### src/rtl/multicycle_ctrl.sv
// Multi-cycle MIPS control unit: latches the fetched instruction into IR, walks a Moore FSM
// through IF/ID/EX/MEM/WB and counts retired instructions.
module multicycle_ctrl (
    input  logic        clk,
    input  logic        reset,
    input  logic [31:0] instr,
    output logic        ir_wr,
    output logic        pc_wr,
    output logic        jr,
    output logic        jump,
    output logic        npc_sel,
    output logic        reg_wr,
    output logic [1:0]  reg_dst,
    output logic [1:0]  mem_to_reg,
    output logic        alu_src,
    output logic [2:0]  alu_op,
    output logic        ext_op,
    output logic        mem_wr,
    output logic [2:0]  state,
    output logic [31:0] retired
);

    typedef enum logic [2:0] {
        StIf  = 3'd0,
        StId  = 3'd1,
        StEx  = 3'd2,
        StMem = 3'd3,
        StWb  = 3'd4
    } state_e;

    localparam logic [5:0] OpRtype = 6'h00;
    localparam logic [5:0] OpOri   = 6'h0d;
    localparam logic [5:0] OpLui   = 6'h0f;
    localparam logic [5:0] OpLw    = 6'h23;
    localparam logic [5:0] OpSw    = 6'h2b;
    localparam logic [5:0] OpBeq   = 6'h04;
    localparam logic [5:0] OpJ     = 6'h02;
    localparam logic [5:0] OpJal   = 6'h03;
    localparam logic [5:0] FnAddu  = 6'h21;
    localparam logic [5:0] FnSubu  = 6'h23;
    localparam logic [5:0] FnJr    = 6'h08;

    state_e      state_q, state_d;
    logic [31:0] ir_q, ir_d;
    logic [31:0] retired_q, retired_d;

    logic [5:0] op, funct;
    logic is_addu, is_subu, is_jr, is_ori, is_lui, is_lw, is_sw, is_beq, is_j, is_jal, is_nop;

    // Only opcode and funct drive decode; the operand fields belong to the datapath.
    logic unused_ir;
    assign unused_ir = ^ir_q[25:6];

    assign op    = ir_q[31:26];
    assign funct = ir_q[5:0];

    always_comb begin
        is_addu = (op == OpRtype) && (funct == FnAddu);
        is_subu = (op == OpRtype) && (funct == FnSubu);
        is_jr   = (op == OpRtype) && (funct == FnJr);
        is_ori  = (op == OpOri);
        is_lui  = (op == OpLui);
        is_lw   = (op == OpLw);
        is_sw   = (op == OpSw);
        is_beq  = (op == OpBeq);
        is_j    = (op == OpJ);
        is_jal  = (op == OpJal);
        is_nop  = !(is_addu || is_subu || is_jr || is_ori || is_lui || is_lw || is_sw ||
                    is_beq || is_j || is_jal);
    end

    // ALU/extender setup for the current IR, applied from EX onward so operands stay stable.
    logic [2:0] alu_op_ir;
    logic       alu_src_ir;
    logic       ext_op_ir;

    always_comb begin
        alu_op_ir  = 3'd0;
        alu_src_ir = 1'b0;
        ext_op_ir  = 1'b0;
        if (is_subu || is_beq) begin
            alu_op_ir = 3'd1;
        end else if (is_ori) begin
            alu_op_ir  = 3'd2;
            alu_src_ir = 1'b1;
        end else if (is_lui) begin
            alu_op_ir  = 3'd3;
            alu_src_ir = 1'b1;
        end else if (is_lw || is_sw) begin
            alu_src_ir = 1'b1;
            ext_op_ir  = 1'b1;
        end
    end

    always_comb begin
        state_d    = StIf;
        ir_wr      = 1'b0;
        pc_wr      = 1'b0;
        jr         = 1'b0;
        jump       = 1'b0;
        npc_sel    = 1'b0;
        reg_wr     = 1'b0;
        reg_dst    = 2'd0;
        mem_to_reg = 2'd0;
        alu_src    = 1'b0;
        alu_op     = 3'd0;
        ext_op     = 1'b0;
        mem_wr     = 1'b0;

        case (state_q)
            StIf: begin
                ir_wr   = 1'b1;
                state_d = StId;
            end
            StId: begin
                if (is_j) begin
                    jump  = 1'b1;
                    pc_wr = 1'b1;
                end else if (is_jr) begin
                    jr    = 1'b1;
                    pc_wr = 1'b1;
                end else if (is_nop) begin
                    pc_wr = 1'b1;
                end else if (is_jal) begin
                    state_d = StWb;
                end else begin
                    state_d = StEx;
                end
            end
            StEx: begin
                alu_op  = alu_op_ir;
                alu_src = alu_src_ir;
                ext_op  = ext_op_ir;
                if (is_beq) begin
                    npc_sel = 1'b1;
                    pc_wr   = 1'b1;
                end else if (is_lw || is_sw) begin
                    state_d = StMem;
                end else begin
                    state_d = StWb;
                end
            end
            StMem: begin
                alu_op  = alu_op_ir;
                alu_src = alu_src_ir;
                ext_op  = ext_op_ir;
                if (is_sw) begin
                    mem_wr = 1'b1;
                    pc_wr  = 1'b1;
                end else if (is_lw) begin
                    state_d = StWb;
                end
            end
            StWb: begin
                alu_op  = alu_op_ir;
                alu_src = alu_src_ir;
                ext_op  = ext_op_ir;
                reg_wr  = 1'b1;
                pc_wr   = 1'b1;
                if (is_addu || is_subu) begin
                    reg_dst = 2'd1;
                end else if (is_lw) begin
                    mem_to_reg = 2'd1;
                end else if (is_jal) begin
                    // PC has not advanced yet, so PC+4 is still the jal's return address.
                    reg_dst    = 2'd2;
                    mem_to_reg = 2'd2;
                    jump       = 1'b1;
                end
            end
            default: state_d = StIf;
        endcase

        // Reset must silence every control, including the IF-state ir_wr.
        if (!reset) begin
            ir_wr      = 1'b0;
            pc_wr      = 1'b0;
            jr         = 1'b0;
            jump       = 1'b0;
            npc_sel    = 1'b0;
            reg_wr     = 1'b0;
            reg_dst    = 2'd0;
            mem_to_reg = 2'd0;
            alu_src    = 1'b0;
            alu_op     = 3'd0;
            ext_op     = 1'b0;
            mem_wr     = 1'b0;
        end
    end

    always_comb begin
        ir_d      = ir_wr ? instr : ir_q;
        retired_d = pc_wr ? retired_q + 32'd1 : retired_q;
    end

    always_ff @(posedge clk or negedge reset) begin
        if (!reset) begin
            state_q   <= StIf;
            ir_q      <= 32'd0;
            retired_q <= 32'd0;
        end else begin
            state_q   <= state_d;
            ir_q      <= ir_d;
            retired_q <= retired_d;
        end
    end

    assign state   = state_q;
    assign retired = retired_q;

endmodule

### config.mk
export PLATFORM = sky130hd
export DESIGN_NAME = multicycle_ctrl
export DESIGN_NICKNAME = d
export VERILOG_FILES = /design/src/rtl/multicycle_ctrl.sv
export SDC_FILE = /design/constraint.sdc
export NUM_CORES = 1
export LEC_CHECK = 0
export ABC_CLOCK_PERIOD_IN_PS = 2390
export BUFFER_PORTS_ARGS = -buffer_cell sky130_fd_sc_hd__clkbuf_2
export CAP_MARGIN = 20
export CORE_MARGIN = 1.5
export CORE_UTILIZATION = 50
export CTS_BUF_LIST = sky130_fd_sc_hd__clkbuf_16
export DETAILED_ROUTE_END_ITERATION = 12
export PLACE_DENSITY = 0.76
export RECOVER_POWER = 100
export SYNTH_ARGS = -nofsm -noshare
export SYNTH_HDL_FRONTEND = slang
export SYNTH_SLANG_ARGS = --single-unit
### constraint.sdc
create_clock -name clk -period 2.39 [get_ports clk]
set_input_delay 0.1195 -clock clk [delete_from_list [all_inputs] [get_ports clk]]
set_output_delay 0.1195 -clock clk [all_outputs]
set_load 0.005 [all_outputs]
-- Word level (Yosys, flattened, before mapping)
Cells that the tools add are included.
- equal/unequal tests: 14
- add/subtract/negate cells: 1
- reductions and logical operators: 17
- multiplexer cells: 59
- operators with widths (cell ; number):
    two-way mux 1 bit ; 34
    adder 32 x 1 -> 32 bit (second input constant) ; 1
    two-way mux 3 bit ; 9
    two-way mux 2 bit ; 13
    == test 6 bit (second input constant) ; 4
    == test 6 x 4 -> 1 bit (second input constant) ; 3
    == test 6 x 2 -> 1 bit (second input constant) ; 2
    one-hot mux 3 bit (4 select lines) ; 1
    logical OR 1 bit ; 11
    == test 3 x 2 -> 1 bit (second input constant) ; 2
    == test 6 x 3 -> 1 bit (second input constant) ; 1
    zero test 6 bit ; 1
    one-hot mux 1 bit (4 select lines) ; 1
    == test 3 x 1 -> 1 bit (second input constant) ; 1
    == test 3 bit (second input constant) ; 1
    logical AND 1 bit ; 3
    zero test 3 bit ; 1
    OR reduction 3 bit ; 1
    one-hot mux 1 bit (2 select lines) ; 1
- bits in registers: 67
- output and inout bits: 51

-- Logic depth before layout (Yosys ltp)
Gate-level depths: netlist of run 1.
- depth in word-level cells: 16
- gate-level depth with buffers: 9
- gate-level depth less buffers: 7

-- Worst setup path after synthesis of run 1
No wires, ideal clock.
- path kind: reg2reg
- start: reg ir_q[29]
- end: reg retired_q[20], in the netlist retired[20]
- clock period less this slack: 2.153 ns
- path buffers: 3
- cell stages (with the launch flop): 10
- data arrival time: 2.021 ns
- setup slack: 0.237 ns
- path through: dfrtp_1 > buf_6 > or4_1 > buf_2 > nor3_2 > nor4b_1 > a21oi_4 > buf_2 > nor3_1 > xor2_1
- cells in the longest elaborated chain, start to end: 16
- elaborated cells between the ends (all ways): 27
- ends and longest elaborated chain (what ; RTL line ; RTL):
    start, declared ; 44 ; logic [31:0] ir_q, ir_d;
    start signal, assigned ; 203 ; ir_q <= ir_d;
    zero test 6 bit ; 58, 59, 60 ;
    logical AND 1 bit, on equally long branches ; 58, 59 ;
    logical OR 1 bit (7 in a row) ; 68 ; is_nop = !(is_addu || is_subu || is_jr || is_ori || is_lui || is_lw || is_sw ||
    logical OR 1 bit (2 in a row) ; 69 ; is_beq || is_j || is_jal);
    two-way mux 1 bit ; 122 ; end else if (is_nop) begin
    two-way mux 1 bit ; 119 ; end else if (is_jr) begin
    two-way mux 1 bit ; 116 ; if (is_j) begin
    one-hot mux 1 bit (4 select lines) (*) ; 110 ; case (state_q)
    two-way mux 1 bit (*) ; 175 ; if (!reset) begin
    end signal, assigned ; 204 ; retired_q <= retired_d;
    end, declared ; 45 ; logic [31:0] retired_q, retired_d;
Every way passes the cells marked *; elsewhere a longest branch is shown, timed or not.
A chain may end at the register's enable or synchronous reset.

-- Worst setup path after layout of run 1
- start: reg ir_q[27]
- end: out pc_wr
- cells in the longest elaborated chain, start to end: 16
- elaborated cells between the ends (all ways): 27
- ends and longest elaborated chain (what ; RTL line ; RTL):
    zero test 6 bit ; 58, 59, 60 ;
    logical AND 1 bit, on equally long branches ; 58, 59 ;
    logical OR 1 bit (7 in a row) ; 68 ;
    logical OR 1 bit (2 in a row) ; 69 ;
    two-way mux 1 bit ; 122 ;
    two-way mux 1 bit ; 119 ;
    two-way mux 1 bit ; 116 ;
    one-hot mux 1 bit (4 select lines) (*) ; 110 ;
    two-way mux 1 bit (*) ; 175 ;
    end, declared ; 8 ; output logic pc_wr,
Marked as above.

==> flow_summary.yaml, run 1 <==
outcome:
  status: "finished, final reports clean"
hold_path:
  min_from: "instr[26]"
  hp-class: "input port to flip-flop"
  whs_path_depth: 3
  worstHoldEndpoint: "ir_q[26]"
floorplanning:
  start_util: 0.519
  core_um2: 5110
  die_area_um2: 5740
  rows: 26
  die_height_um: 75.8
  io_pins: 85
  die_w_um: 75.8
layout:
  design_area_um2: 3210
  diodes: 0
  final_common_cell: "dfrtp_1"
  nets: 355
  finalNonFillerCells: 391
  final_layout_size_suffix_gt1_frac: 0.255
  area_growth_pct: 21.2
  final_cell_mix: "dfrtp_1 (47), clkbuf_2 (34), clkbuf_1 (33)"
routing:
  drtIter0Drc: 103
  postRouteAntennaNets: 0
  first_pass_iters: 4
  routedWlPerCell_um: 14.3
  via_count: 2134
  wirelength_mm: 5.59
  viasPerCell: 5.46
  drc: 0
clock_network:
  postCtsSetupRepairBufs: 0
  cts.path.max_buffers: 2
  clock_latency_ns: 0.29
  clock_sinks: 47
  cts_tree: "done"
  cts_made_buffers: 5
  cts_root_buffer: "clkbuf_16"
  clkTransAtPathRegs_ns: 0.06
  htreeDepth: 2
critical_path:
  crit_arrival_ns: 2.18
  critical_path_class: "flip-flop to output pin"
  critPathMaxFanout: 9
  endpoint_kind: "output pin"
  r2r-start: "ir_q[27]"
  regToRegSetupSlack_ns: 0.13
  r2r_end: "retired[8]"
  required_ns: 2.27
  startpoint_type: "flip-flop"
  reg2reg_depth: 7
timing:
  setup_tns_ns: 0
  max-slew-margin-rel: 0.542
  fin_crit_sh: 0.964
  post-route-min-period_ns: 2.30
  finalHoldViolations: 0
  rsz0062_at_grt: "false"
  whs_ns: 0.0383
  skew_ns: 0.00368
  setup_viol: 0
  maxSlewViolCount: 0
  fmax_ghz: 0.434
  tightest_slew_ns: 0.686
logic_synthesis:
  syn-num-nets: 285
  synth_top_family_by_area: "simple AND/OR/NAND/NOR gates"
  synthAdderAreaFrac: 0.00472
  synth_edf_count: 0
  yosys.area_share.simple: 0.308
  synthMuxAreaShare: 0.0510
  ys_seq_area_frac: 0.444
  ys_ff_latch: 47
  synth_cell_types: 47
  synth_ff_type: "dfrtp_1"
  avgSynthCellArea_um2: 10.6
  synth_compound_gate_area_share: 0.0482
  yosys.area_share.xor_xnor: 0.106
  async_flop_share: 1.00
  synth_area_um2: 2650
  syn_inst: 250
  yosysWarnings: 0
global_route:
  grt_start_max_net_pins: 50
  antenna_found_initial: 0
  overflow: 0
  grt_pass1_vias: 1906
  grt.total_usage: 0.205
  grt_pass1_wl_mm: 8.76
placed_design:
  place_area_um2: 3080
  io_buffers: 63
  place.gp.congestion: 0.822
  placedCellCount: 382
  dp.final_hpwl_mm: 4.09
pwr:
  finalPower_mw: 2.96
  irDropWorstVdd_mv: 0.669
  power.density_nw_per_um2: 923
  p_leak_nw: 1.48
run:
  maxCapViolCount: 0
worst max path at each step:
stage	from	to	slack (ns)
after floorplan	ir_q[29]	retired[20]	0.24
after global placement	ir_q[31]	retired[30]	0.21
after detailed placement	ir_q[31]	retired[30]	0.15
after CTS	ir_q[31]	pc_wr	0.07
after global routing	ir_q[27]	pc_wr	0.01
final	ir_q[27]	pc_wr	0.09
area by class of cell:
class	instances	area, um^2
clock inverter	3	43.8
sequential	47	1180
inverter	3	11.3
multi-input combinational	186	1380
tap	70	87.6
fill	443	1900
timing repair buffer	77	384
clock buffer	5	125
flip-flops by register name (all words and copies together) (netlist names):
register	count
ir_q	12
retired	32
state	3
per-layer routing:
metal	track usage	up-vias	part of all wire
met5	0	-	0
met4	0.0992	0	0.023
met3	0.0463	14	0.053
met2	0.352	65	0.51
met1	0.241	1021	0.42
li1	-	1034	-
metrics by stage:
stage | worst slack (ns) | util
2_1_floorplan | 0.237 | -
3_3_place_gp | 0.212 | 0.602
3_5_place_dp | 0.154 | 0.602
4_1_cts | 0.0691 | 0.637
5_1_grt | 0.0120 | 0.629
6_report | 0.0868 | 0.629
cells in the mapped netlist (all sizes together), types with 4 or more instances:
cell type  number  area [um^2]
dfrtp          47         1180
xor2           30          263
nand2          25         93.8
nor4           17          200
nor2           16         60.1
nor3           15         80.1
nand3          13         70.1
mux2           12          135
buf             9         67.6
nand4           6         37.5
nor4b           6         77.6
clkbuf          5         18.8
or4             5         37.5
a21oi           4         31.3
nand2b          4         25.0
kinds of logic (layout without fill, tap and decap cells):
group / after synthesis / in the layout
other: 1 / 1
AND/OR/NAND/NOR: 125 / 125
buffers and inverters: 17 / 88
AO/OA/AOI/OAI: 15 / 15
adder cells (fa/ha/maj): 1 / 1
multiplexers: 12 / 12
flip-flops: 47 / 47
XOR/XNOR: 32 / 32
report_power, final:
| part | switching, mW | leakage (nW) | internal [mW] |
|---|---|---|---|
| clock network | 0.293 | 0.0838 | 0.493 |
| logic | 0.619 | 0.778 | 0.431 |
| registers | 0.171 | 0.615 | 0.958 |
repair_timing:
action / in CTS / in global routing
gates resized for setup: 0 / 2
hold buffers: 1 / 0
endpoints found under the hold margin: 2 / 0
endpoints found under the setup margin: 0 / 2
critical path, stage by stage, from the launching register on:
cell,delay (ns)
dfrtp_1,0.46
or4_1,0.58
nor3_2,0.26
nor4b_1,0.12
a21oi_4,0.23
nor2_2,0.09
clkbuf_2,0.14
(Power assumes the default switching activity.)
==> run 2, diff against run 1 <==
--- a/config.mk
+++ b/config.mk
@@ -8,11 +8,14 @@
 export ABC_CLOCK_PERIOD_IN_PS = 2390
 export BUFFER_PORTS_ARGS = -buffer_cell sky130_fd_sc_hd__clkbuf_2
 export CAP_MARGIN = 20
+export CELL_PAD_IN_SITES_DETAIL_PLACEMENT = 1
+export CELL_PAD_IN_SITES_GLOBAL_PLACEMENT = 1
 export CORE_MARGIN = 1.5
-export CORE_UTILIZATION = 50
+export CORE_UTILIZATION = 39
 export CTS_BUF_LIST = sky130_fd_sc_hd__clkbuf_16
 export DETAILED_ROUTE_END_ITERATION = 12
-export PLACE_DENSITY = 0.76
+export GPL_ROUTABILITY_DRIVEN = 0
+export PLACE_DENSITY = 0.78
 export RECOVER_POWER = 100
 export SYNTH_ARGS = -nofsm -noshare
 export SYNTH_HDL_FRONTEND = slang
==> run 2 against run 1 <==
Effect of this change:
- the flow now finishes with violations (DRC)
- core utilization decreased by 13 points
- sequential share of layout area decreased by 0.20 points
- global-route usage decreased by 2.1 points
- hold slack improved by 0.0077 ns
- clock skew increased by 0.0026 ns
- non-clock buffer count increased by 1
- first-iteration DRC count increased by 2.9%
- largest power group unchanged
==> flow_summary.yaml, run 2 (synthesis gave the netlist of run 1 again) <==
outcome:
  status: "finished with violations"
  violations: "DRC"
global_route:
  use_met2: 0.298
  busiest_layer: "met2"
  grt_start_max_net_pins: 27
  grt.total_usage: 0.184
  met1_usage: 0.255
  overflow: 0
  grt_pass1_vias: 2262
  grtUsageMet3: 0.0370
  antenna_found_initial: 0
  grt_pass1_wl_mm: 10.9
timing:
  rsz0062_at_grt: "false"
  setup_tns_ns: 0
  finalHoldViolations: 0
  fmax_ghz: 0.438
  max-slew-margin-rel: 0.409
  setup_slack_ns: 0.104
  fin_crit_sh: 0.956
  tightest_slew_ns: 0.887
  maxSlewViolCount: 0
  post-route-min-period_ns: 2.29
  skew_ns: 0.00623
  setup_viol: 0
layout:
  final_common_cell: "dfrtp_1"
  nFillCells: 774
  diodes: 0
  area_growth_pct: 21.9
  final_layout_size_suffix_gt1_frac: 0.280
  final_cell_mix: "dfrtp_1 (47), clkbuf_2 (44), xor2_1 (30)"
  largest_register_ffs: 32
  nets: 356
routing:
  routedWlPerCell_um: 16.2
  first_pass_iters: 8
  drtIter0Drc: 106
  via_count: 2184
  wirelength_mm: 6.47
  viasPerCell: 5.49
  drc: 3
  postRouteAntennaNets: 0
placed_design:
  io_buffers: 63
  place_ws_ns: 0.110
  dp.final_hpwl_mm: 4.84
clock_network:
  cts_tree: "done"
  clock_sinks: 47
  cts.path.max_buffers: 2
  clkTransAtPathRegs_ns: 0.07
  htreeDepth: 2
  cts_made_buffers: 5
  cts_root_buffer: "clkbuf_16"
  clock_latency_ns: 0.28
  postCtsSetupRepairBufs: 0
hold_path:
  hp-class: "input port to flip-flop"
pwr:
  power.density_nw_per_um2: 925
  finalPower_mw: 2.99
  p_leak_nw: 1.52
  irDropWorstVdd_mv: 0.775
floorplanning:
  io_pins: 85
  start_util: 0.410
  die_area_um2: 7290
  die_height_um: 85.4
  core_um2: 6460
  die_w_um: 85.4
  rows: 29
run:
  maxCapViolCount: 0
critical_path:
  critPathMaxFanout: 21
  endpoint_kind: "flip-flop"
  required_ns: 2.60
  regToRegSetupSlack_ns: 0.10
  crit_arrival_ns: 2.49
  critical_path_class: "flip-flop to flip-flop"
  startpoint_type: "flip-flop"
[run 2: through the flow]
step | instance area, um^2 | hold WS (ns) | instances | util
finish | 3230 | 0.0461 | 398 | 0.500
global route | 3230 | 0.0486 | 398 | 0.500
CTS | 3270 | 0.0441 | 398 | 0.506
detailed placement | 3100 | 0.178 | 390 | 0.479
global placement | 3100 | 0.175 | 390 | 0.479
floorplan | 2650 | -0.176 | 250 | -
[run 2: critical path: stages (launching register included)]
cell and delay, ns:
dfrtp_1 0.41, nand2b_1 0.18, or4b_4 0.54, o311ai_4 0.30, a21oi_4 0.08, buf_12 0.19
nor4_1 0.33, xor2_1 0.19
[run 2: final cells by class]
| cell class | count | area (um^2) | area share |
|---|---|---|---|
| repair buffers | 78 | 408 | 0.126 |
| multi-input cells | 186 | 1380 | 0.427 |
| well taps | 77 | 96.3 | 0.0298 |
| clock inverters | 2 | 33.8 | 0.0105 |
| inverters | 3 | 11.3 | 0.00349 |
| flip-flops and latches | 47 | 1180 | 0.364 |
| clock buffers | 5 | 125 | 0.0388 |
[run 2: report_power, final]
part	leakage, nW	switching [mW]	internal (mW)	total (mW)
sequential	0.615	0.181	0.958	1.14
clock	0.0811	0.287	0.484	0.771
combinational	0.828	0.635	0.441	1.08
total	1.52	1.10	1.88	2.99
[run 2: final timing paths]
check,cells after the start,from,endpoint
min in group asynchronous,3,reset,retired[6]
max in group asynchronous,3,reset,ir_q[1]
hold reg to reg,1,retired[31],retired[31]
hold / removal,3,instr[26],ir_q[26]
setup reg to reg,7,ir_q[31],retired[29]
setup / recovery,7,ir_q[31],retired[29]
[run 2: layer usage]
metal,part of all wire,vias to the layer above
met5,0,-
met4,0.0079,0
met3,0.036,7
met2,0.49,43
met1,0.47,1106
li1,-,1028
[run 2: repair_timing]
| action | 4_1_cts | 5_1_grt |
|---|---|---|
| hold endpoints to repair | 47 | 0 |
| resized for setup | 0 | 5 |
| hold buffers | 1 | 0 |
| setup endpoints to repair | 0 | 6 |
==> run 3, diff against run 2 <==
--- a/config.mk
+++ b/config.mk
@@ -17,6 +17,7 @@
 export GPL_ROUTABILITY_DRIVEN = 0
 export PLACE_DENSITY = 0.78
 export RECOVER_POWER = 100
+export REMOVE_ABC_BUFFERS = 1
 export SYNTH_ARGS = -nofsm -noshare
 export SYNTH_HDL_FRONTEND = slang
 export SYNTH_SLANG_ARGS = --single-unit
==> constraint.sdc (replaced) <==
create_clock -name clk -period 2.39 [get_ports clk]
set_input_delay 0.1195 -clock clk [delete_from_list [all_inputs] [get_ports clk]]
set_output_delay 0.1195 -clock clk [all_outputs]
set_load 0.05 [all_outputs]
==> run 3 against run 2 <==
Effect of this change:
- the flow still finishes with violations (DRC)
- clock-buffer cell count stayed put
- combinational power is 35% higher
- highest routed layer unchanged
- sequential power hardly changed
- via count is 1.3% lower
- critical path type is now flip-flop to output pin
==> flow_summary.yaml, run 3 (synthesis gave the netlist of run 1 again) <==
critical_path:
  startpoint_type: "flip-flop"
  crit_arrival_ns: 2.17
  crit_chain: "or4_4, or4_1, nor4_2, buf_4"
  regToRegSetupSlack_ns: 0.11
  required_ns: 2.27
  max_stage_delay_ns: 0.60
  critPathMaxFanout: 7
  critical_path_class: "flip-flop to output pin"
  endpoint_kind: "output pin"
  slowest_stage: "or4_4"
placed_design:
  io_buffers: 63
  dp.final_hpwl_mm: 5.00
  place_area_um2: 3110
  placedCellCount: 392
routing:
  wirelength_mm: 6.72
  wl_met2_mm: 3.35
  first_pass_iters: 8
  routedWlPerCell_um: 16.7
  wl_met3_um: 210
  postRouteAntennaNets: 0
  highest_layer: "met4"
  drc: 2
  drt-met1-wl_mm: 3.08
  viasPerCell: 5.35
  drtIter0Drc: 81
  via_count: 2156
floorplanning:
  die_area_um2: 7290
  die_w_um: 85.4
  start_util: 0.410
  core_um2: 6460
  io_pins: 85
  rows: 29
  die_height_um: 85.4
layout:
  largest_register_ffs: 32
  area_growth_pct: 23.6
  nets: 360
  final_common_cell: "dfrtp_1"
  nFillCells: 762
  design_area_um2: 3270
  final_layout_size_suffix_gt1_frac: 0.252
  diodes: 0
  final_cell_mix: "dfrtp_1 (47), clkbuf_1 (38), xor2_1 (30)"
  finalNonFillerCells: 403
  utilization: 0.507
timing:
  post-route-min-period_ns: 2.29
  whs_ns: 0.0470
  max-slew-margin-rel: 0.0379
  fin_crit_sh: 0.958
  tightest_slew_ns: 1.44
  rsz0062_at_grt: "true"
  maxSlewViolCount: 0
  setup_viol: 0
  finalHoldViolations: 0
  skew_ns: 0.00574
  fmax_ghz: 0.437
clock_network:
  cts.path.max_buffers: 2
  cts_tree: "done"
  clock_latency_ns: 0.29
  cts_made_buffers: 5
  clkTransAtPathRegs_ns: 0.06
  htreeDepth: 2
  clock_sinks: 47
  cts_root_buffer: "clkbuf_16"
pwr:
  irDropWorstVdd_mv: 0.629
  p_leak_nw: 1.49
  intPower_mw: 1.85
  p_sw_mw: 1.41
  pwr-share-seq: 0.344
  p_clk_frac: 0.208
  finalPower_mw: 3.26
  switching_share: 0.432
  power.density_nw_per_um2: 997
  combPwrFrac: 0.448
global_route:
  grt_start_max_net_pins: 27
  antenna_found_initial: 0
  grt.total_usage: 0.193
  overflow: 0
  grt_pass1_wl_mm: 11.2
  grt_pass1_vias: 2266
run:
  maxCapViolCount: 0
outcome:
  violations: "DRC"
  status: "finished with violations"
hold_path:
  hp-class: "input port to flip-flop"
==> run 3: changes by cell type in the layout (fill, tap and decap cells not counted), moves of 2 or more <==
cell      before  now
buf_1          2    0
buf_4         10   16
clkbuf_1      20   38
clkbuf_2      44   24
clkinv_1       0    2
nor4_1         4    1
nor4_2        12   15
==> run 3: path summary, 6_finish.rpt <==
check | from | end | depth (start not counted)
setup / recovery | ir_q[26] | jr | 4
min in group asynchronous | reset | ir_q[26] | 2
hold / removal | instr[26] | ir_q[26] | 3
hold reg to reg | retired[18] | retired[18] | 1
setup reg to reg | ir_q[31] | retired[30] | 7
max in group asynchronous | reset | retired[8] | 3
==> run 3: power groups by stage <==
stage	combinational (mW)	sequential, mW	clock [mW]
after detailed placement	1.39	1.13	0
final	1.46	1.12	0.678
after CTS	1.43	1.12	0.697
after floorplan	0.683	1.32	0
after global placement	1.36	1.12	0
after global routing	1.58	1.16	0.722
==> run 3: area by class of cell <==
| cell class | count | area, um^2 | share of cell area |
|---|---|---|---|
| Clock buffer | 5 | 125 | 0.0382 |
| Inverter | 3 | 11.3 | 0.00344 |
| Timing Repair Buffer | 82 | 438 | 0.134 |
| Multi-Input combinational cell | 186 | 1410 | 0.431 |
| Tap cell | 77 | 96.3 | 0.0294 |
| Clock inverter | 3 | 15.0 | 0.00459 |
| Sequential cell | 47 | 1180 | 0.359 |
==> run 3: per-layer routing <==
metal | up-vias | GRT usage
met1 | 1074 | 0.259
li1 | 1037 | -
met3 | 6 | 0.0321
met5 | - | 0
met2 | 39 | 0.319
met4 | 0 | 0.0630
==> run 3: what timing repair did <==
item / 4_1_cts / 5_1_grt
setup endpoints to repair: 3 / 8
gates resized for setup: 6 / 6
buffers inserted: 0 / 2
hold buffers: 1 / 0
endpoints found under the hold margin: 5 / 0
pin swaps: 0 / 3
==> run 3: worst max-delay path, delay by kind of cell (launching register included) <==
kind | cells | cell delay, ns
buffers and inverters | 1 | 0.24
AND/OR/NAND/NOR | 3 | 1.21
flip-flops | 1 | 0.44
==> run 3: metrics by stage <==
stage	worst slack, ns	setup TNS, ns
6_report	0.100	0
5_1_grt	-0.00814	-0.00814
4_1_cts	0.00677	0
3_5_place_dp	0.0757	0
3_3_place_gp	0.130	0
2_1_floorplan	-0.982	-20.34
